$ cat config.mk
export PLATFORM = sky130hd
export DESIGN_NAME = if_id_hazard_controller_flat
export DESIGN_NICKNAME = d
export VERILOG_FILES = /design/src/rtl/if_id_hazard_controller_if.sv /design/src/rtl/if_id_hazard_controller.sv /design/src/flat_wrapper.sv
export SDC_FILE = /design/constraint.sdc
export NUM_CORES = 1
export LEC_CHECK = 0
export CORE_AREA = 2 2 52 54
export CTS_CLUSTER_SIZE = 14
export DETAILED_ROUTE_END_ITERATION = 6
export DIE_AREA = 0 0 54 56
export GPL_ROUTABILITY_DRIVEN = 0
export GPL_TIMING_DRIVEN = 0
export PLACE_DENSITY = 0.77
export SLEW_MARGIN = 30
export SYNTH_ARGS = -nofsm -noshare
export SYNTH_HDL_FRONTEND = slang
export SYNTH_SLANG_ARGS = --single-unit
$ cat constraint.sdc
create_clock -name Clk -period 3.1 [get_ports Clk]
set_input_delay 0.93 -clock Clk [delete_from_list [all_inputs] [get_ports Clk]]
set_output_delay 0.93 -clock Clk [all_outputs]
set_load 0.05 [all_outputs]
$ cat src/rtl/if_id_hazard_controller_if.sv
// IF/ID hazard controller bus: decode-stage hazard inputs in, pipeline control out.
// master = pipeline/testbench side, slave = hazard controller.
interface if_id_hazard_controller_if;
    logic [4:0]  Rs_ID;
    logic [4:0]  Rt_ID;
    logic        MemRead_EX;
    logic [4:0]  Rt_EX;
    logic        Branch_Taken_ID;
    logic        Jump_ID;
    logic        MulDiv_Start_ID;
    logic        PC_Write;
    logic        IF_ID_Write;
    logic        IF_ID_Flush;
    logic        ID_EX_Bubble;
    logic        MulDiv_Busy;
    logic [15:0] Stall_Cycles;

    modport master (
        output Rs_ID, Rt_ID, MemRead_EX, Rt_EX, Branch_Taken_ID, Jump_ID, MulDiv_Start_ID,
        input  PC_Write, IF_ID_Write, IF_ID_Flush, ID_EX_Bubble, MulDiv_Busy, Stall_Cycles
    );

    modport slave (
        input  Rs_ID, Rt_ID, MemRead_EX, Rt_EX, Branch_Taken_ID, Jump_ID, MulDiv_Start_ID,
        output PC_Write, IF_ID_Write, IF_ID_Flush, ID_EX_Bubble, MulDiv_Busy, Stall_Cycles
    );
endinterface

$ cat src/rtl/if_id_hazard_controller.sv
// IF/ID hazard controller: load-use stall, branch/jump flush, optional multi-cycle
// mul/div stall enabled by macro HAZARD_MULDIV_STALL_EN.
module if_id_hazard_controller #(
    parameter int MULDIV_CYCLES = 32
) (
    input  logic                         Clk,
    input  logic                         Reset,
    if_id_hazard_controller_if.slave     bus
);

    typedef enum logic {RUN, MULDIV_WAIT} state_t;

    state_t      state;
    logic        lu, ct;
    logic        pc_write, if_id_write, if_id_flush, id_ex_bubble;
    logic [15:0] stall_cnt;

    assign lu = bus.MemRead_EX && (bus.Rt_EX != 5'd0) &&
                ((bus.Rt_EX == bus.Rs_ID) || (bus.Rt_EX == bus.Rt_ID));
    assign ct = bus.Branch_Taken_ID || bus.Jump_ID;

    // Load-use outranks control transfer; the branch is seen again once the stall clears.
    always_comb begin
        pc_write     = 1'b1;
        if_id_write  = 1'b1;
        if_id_flush  = 1'b0;
        id_ex_bubble = 1'b0;
        if (Reset) begin
            pc_write     = 1'b0;
            if_id_write  = 1'b0;
            if_id_flush  = 1'b1;
            id_ex_bubble = 1'b1;
        end else if (state == MULDIV_WAIT || lu) begin
            pc_write     = 1'b0;
            if_id_write  = 1'b0;
            id_ex_bubble = 1'b1;
        end else if (ct) begin
            if_id_flush  = 1'b1;
        end
    end

`ifdef HAZARD_MULDIV_STALL_EN
    localparam logic [5:0] WAIT_LOAD = 6'(MULDIV_CYCLES - 2);

    state_t     state_nxt;
    logic [5:0] wait_cnt, wait_cnt_nxt;

    // Wait_Cnt counts N-2..0, giving N-1 stalled cycles after the issuing cycle.
    always_comb begin
        state_nxt    = state;
        wait_cnt_nxt = wait_cnt;
        case (state)
            RUN: begin
                if (!lu && bus.MulDiv_Start_ID) begin
                    state_nxt    = MULDIV_WAIT;
                    wait_cnt_nxt = WAIT_LOAD;
                end
            end
            MULDIV_WAIT: begin
                if (wait_cnt == 6'd0) state_nxt = RUN;
                else                  wait_cnt_nxt = wait_cnt - 6'd1;
            end
        endcase
    end

    always_ff @(posedge Clk or posedge Reset) begin
        if (Reset) begin
            state    <= RUN;
            wait_cnt <= 6'd0;
        end else begin
            state    <= state_nxt;
            wait_cnt <= wait_cnt_nxt;
        end
    end

    assign bus.MulDiv_Busy = (state == MULDIV_WAIT);
`else
    logic unused_muldiv;

    assign state           = RUN;
    assign bus.MulDiv_Busy = 1'b0;
    assign unused_muldiv   = bus.MulDiv_Start_ID;
`endif

    always_ff @(posedge Clk or posedge Reset) begin
        if (Reset)
            stall_cnt <= 16'd0;
        else if (!pc_write && stall_cnt != 16'hFFFF)
            stall_cnt <= stall_cnt + 16'd1;
    end

    assign bus.PC_Write     = pc_write;
    assign bus.IF_ID_Write  = if_id_write;
    assign bus.IF_ID_Flush  = if_id_flush;
    assign bus.ID_EX_Bubble = id_ex_bubble;
    assign bus.Stall_Cycles = stall_cnt;

endmodule
$ cat src/flat_wrapper.sv
// flat-port wrapper written by rule: the top's interface ports become plain ports
module if_id_hazard_controller_flat 
#(
    parameter int MULDIV_CYCLES = 32
)
  (Clk, Reset, bus_Rs_ID, bus_Rt_ID, bus_MemRead_EX, bus_Rt_EX, bus_Branch_Taken_ID, bus_Jump_ID, bus_MulDiv_Start_ID, bus_PC_Write, bus_IF_ID_Write, bus_IF_ID_Flush, bus_ID_EX_Bubble, bus_MulDiv_Busy, bus_Stall_Cycles);
  if_id_hazard_controller_if bus_i ();
  input  logic Clk;
  input  logic Reset;
  input wire logic [$bits(bus_i.Rs_ID)-1:0] bus_Rs_ID;
  input wire logic [$bits(bus_i.Rt_ID)-1:0] bus_Rt_ID;
  input wire logic [$bits(bus_i.MemRead_EX)-1:0] bus_MemRead_EX;
  input wire logic [$bits(bus_i.Rt_EX)-1:0] bus_Rt_EX;
  input wire logic [$bits(bus_i.Branch_Taken_ID)-1:0] bus_Branch_Taken_ID;
  input wire logic [$bits(bus_i.Jump_ID)-1:0] bus_Jump_ID;
  input wire logic [$bits(bus_i.MulDiv_Start_ID)-1:0] bus_MulDiv_Start_ID;
  output wire logic [$bits(bus_i.PC_Write)-1:0] bus_PC_Write;
  output wire logic [$bits(bus_i.IF_ID_Write)-1:0] bus_IF_ID_Write;
  output wire logic [$bits(bus_i.IF_ID_Flush)-1:0] bus_IF_ID_Flush;
  output wire logic [$bits(bus_i.ID_EX_Bubble)-1:0] bus_ID_EX_Bubble;
  output wire logic [$bits(bus_i.MulDiv_Busy)-1:0] bus_MulDiv_Busy;
  output wire logic [$bits(bus_i.Stall_Cycles)-1:0] bus_Stall_Cycles;
  assign bus_i.Rs_ID = bus_Rs_ID;
  assign bus_i.Rt_ID = bus_Rt_ID;
  assign bus_i.MemRead_EX = bus_MemRead_EX;
  assign bus_i.Rt_EX = bus_Rt_EX;
  assign bus_i.Branch_Taken_ID = bus_Branch_Taken_ID;
  assign bus_i.Jump_ID = bus_Jump_ID;
  assign bus_i.MulDiv_Start_ID = bus_MulDiv_Start_ID;
  assign bus_PC_Write = bus_i.PC_Write;
  assign bus_IF_ID_Write = bus_i.IF_ID_Write;
  assign bus_IF_ID_Flush = bus_i.IF_ID_Flush;
  assign bus_ID_EX_Bubble = bus_i.ID_EX_Bubble;
  assign bus_MulDiv_Busy = bus_i.MulDiv_Busy;
  assign bus_Stall_Cycles = bus_i.Stall_Cycles;
  if_id_hazard_controller #(.MULDIV_CYCLES(MULDIV_CYCLES)) u_core (.Clk(Clk), .Reset(Reset), .bus(bus_i));
endmodule
==> results.toml <==
[floorplanning]
dieArea_um2 = 3020
fp.dieH_um = 56
io_pins = 42
die_x_um = 54
floorplan.initialDensity_pct = 41.0
coreArea_um2 = 2430
fp-row-count = 18

[clock_tree]
clock_sinks = 16
cts_root_buffer = "clkbuf_4"
clk_latency_ns = 0.28
cts_tree = "yes"
hold_buffers = 0
cts_buffers = 3
htree_levels = 1
clk_pin_slew_ns = 0.09
clockBufferDepth = 2

[logic_synthesis]
yosys_warnings = 0
synth_cell_types = 35
synth_edf_count = 0
yosys_most_used_dff = "dfrtp_1"
synth-seq-area-share_pct = 40.2
syn_nets = 115
yosysTopAreaCell = "dfrtp_1"
synth.avg_cell_area_um2 = 10.7
netlist_area_um2 = 997
ys_seq_elements = 16
synth_cells = 93
synthArstFlopShare_pct = 100
yosysTopAreaCellShare_pct = 40.2
synth.top_cells.by_area = "dfrtp_1 40%, xnor2_1 12%, xor2_1 7.9%, nor3_2 3.0%, nand2_1 2.6%"

[pwr]
p_per_area_nw_per_um2 = 592
irDropWorstVdd_uv = 366
p_leak_nw = 0.682

[cells_and_area]
layout.nets = 163
fill_cells = 226
largest_reg_flops = 16
antennaDiodeCount = 0
final-seq-area_um2 = 400
areaGrowthSynthToFinish_pct = 53.3
multi_input_area_um2 = 574
final_cells = 170
post_route_cells_drive_above_1_share_pct = 23.6

[timing]
clock.fmax_mhz = 319
hold_viol = 0
rsz0062_at_grt = "yes"
fin_crit_sh_pct = 101
slew_viol_final = 0
clock_skew_ns = 0.00163
fin_ws_ns = -0.0383
fin_crit_ns = 3.14
worst_pin_slew_ns = 0.507
setup_tns_ns = -0.0849
setup_viol = 3
fin_hold_ws_ns = 0.491
slew_headroom_pct = 66.1

[place]
hpwl_mm = 1.62
place_inst = 162
post-place-ws_ns = -1.31
portBuffers = 39

[route]
drtAntennaViolNets = 0
drc = 0
drt_wl_total_mm = 2.14
vias = 844
via_per_inst = 4.96
wire_per_inst_um = 12.6
first_pass_iters = 3
drt_iter0_markers = 9

[critical_path]
required_ns = 2.17
worstSetupPathType = "in -> out"
critPathLaunchType = "input pin"
worstPathMaxFanout = 3
endpoint_kind = "output port"
arrival_ns = 2.21

[grt]
grt_first_pass_wirelength_mm = 3.60
grt_max_degree = 17
busiest_layer = "met2"
grtUsageMet2_pct = 29.4
grt_use_total_pct = 16.2
use_met1_pct = 16.9
antenna_found_initial = 0
use_met3_pct = 4.03
overflow = 0
grt_pass1_vias = 862

[run_status]
violations = "setup timing"
status = "complete, but fails checks"

[job]
maxCapViolations = 0

[worst_hold_path]
hp-class = "reg -> reg"
cell type report:
type	instances	area share [%]
timing repair buffer	44	27.8
clock buffer	4	2.37
sequential	16	26.2
inverter	3	1.80
buffer	2	1.80
multi-input combinational	71	37.6
tap	30	2.45
repair_timing:
action	4_1_cts	5_1_grt
endpoints found under the setup margin	4	4
resized for setup	62	3
setup buffers	4	1
pin swaps	17	8
power by group:
group | internal, mW | switching [mW] | total (mW)
Sequential | 0.255 | 0.0510 | 0.306
Clock | 0.0715 | 0.0649 | 0.136
Combinational | 0.179 | 0.283 | 0.463
final timing paths:
kind / from / end / slack (ns) / cells after the start
min reg2reg: u_core.bus.Stall_Cycles[5] / u_core.bus.Stall_Cycles[5] / 0.49 / 1
max reg2reg: u_core.bus.Stall_Cycles[0] / u_core.bus.Stall_Cycles[10] / 1.29 / 6
min in group asynchronous: Reset / u_core.bus.Stall_Cycles[8] / 1.11 / 3
max: bus_Rt_EX[3] / bus_PC_Write / -0.04 / 8
min: u_core.bus.Stall_Cycles[5] / u_core.bus.Stall_Cycles[5] / 0.49 / 1
max in group asynchronous: Reset / u_core.bus.Stall_Cycles[12] / 1.81 / 3
cell usage after synthesis, drive strengths merged, types with 2 or more instances:
cell type	number
xor2	9
buf	3
nor3b	2
nand4	2
mux2	2
nor4b	2
nand2	8
dfrtp	16
nand3	4
nand3b	2
and3	2
nand2b	3
and4	2
nor2	4
xnor2	14
nor3	4
inv	3
metrics by stage:
stage,util (%),power (mW),area [µm²]
final,62.9,0.905,1530
after global routing,62.9,0.958,1530
after CTS,62.2,0.916,1510
after detailed placement,60.0,0.776,1460
after global placement,60.0,0.766,1460
after floorplan,-,0.616,1030
cells in the final DEF (no fill, tap or decap), types with 4 or more instances in the layout:
cell	instances
nor2_1	4
dlygate4sd2_1	9
clkdlybuf4s50_1	20
xor2_1	9
buf_4	7
nand3_1	4
xnor2_1	14
dfrtp_1	16
nand2_1	6
cell families (layout without fill, tap and decap cells):
family / after synthesis / in the layout / share of synthesized area, %
xor+xnor: 23 / 23 / 20.2
mux: 3 / 3 / 3.64
flops: 16 / 16 / 40.2
simple gates: 40 / 40 / 27.6
other cells: 1 / 1 / 0.376
fa+ha+maj: 1 / 1 / 1.25
compound gates: 3 / 3 / 1.88
buf+inv: 6 / 53 / 4.89
critical path, cell delays in order:
cell     delay [ns]
buf_8          0.09
or4_4          0.53
o21a_1         0.19
nand2_2        0.12
nand2_8        0.08
inv_12         0.06
buf_12         0.09
buf_12         0.12
layer usage:
metal  vias up  part of all wire, %
li1        412                    -
met1       400                   37
met2        28                   54
met3         4                  7.1
met4         0                  1.5
met5         -                    0
Note: power is estimated with default switching activity, not from simulation.
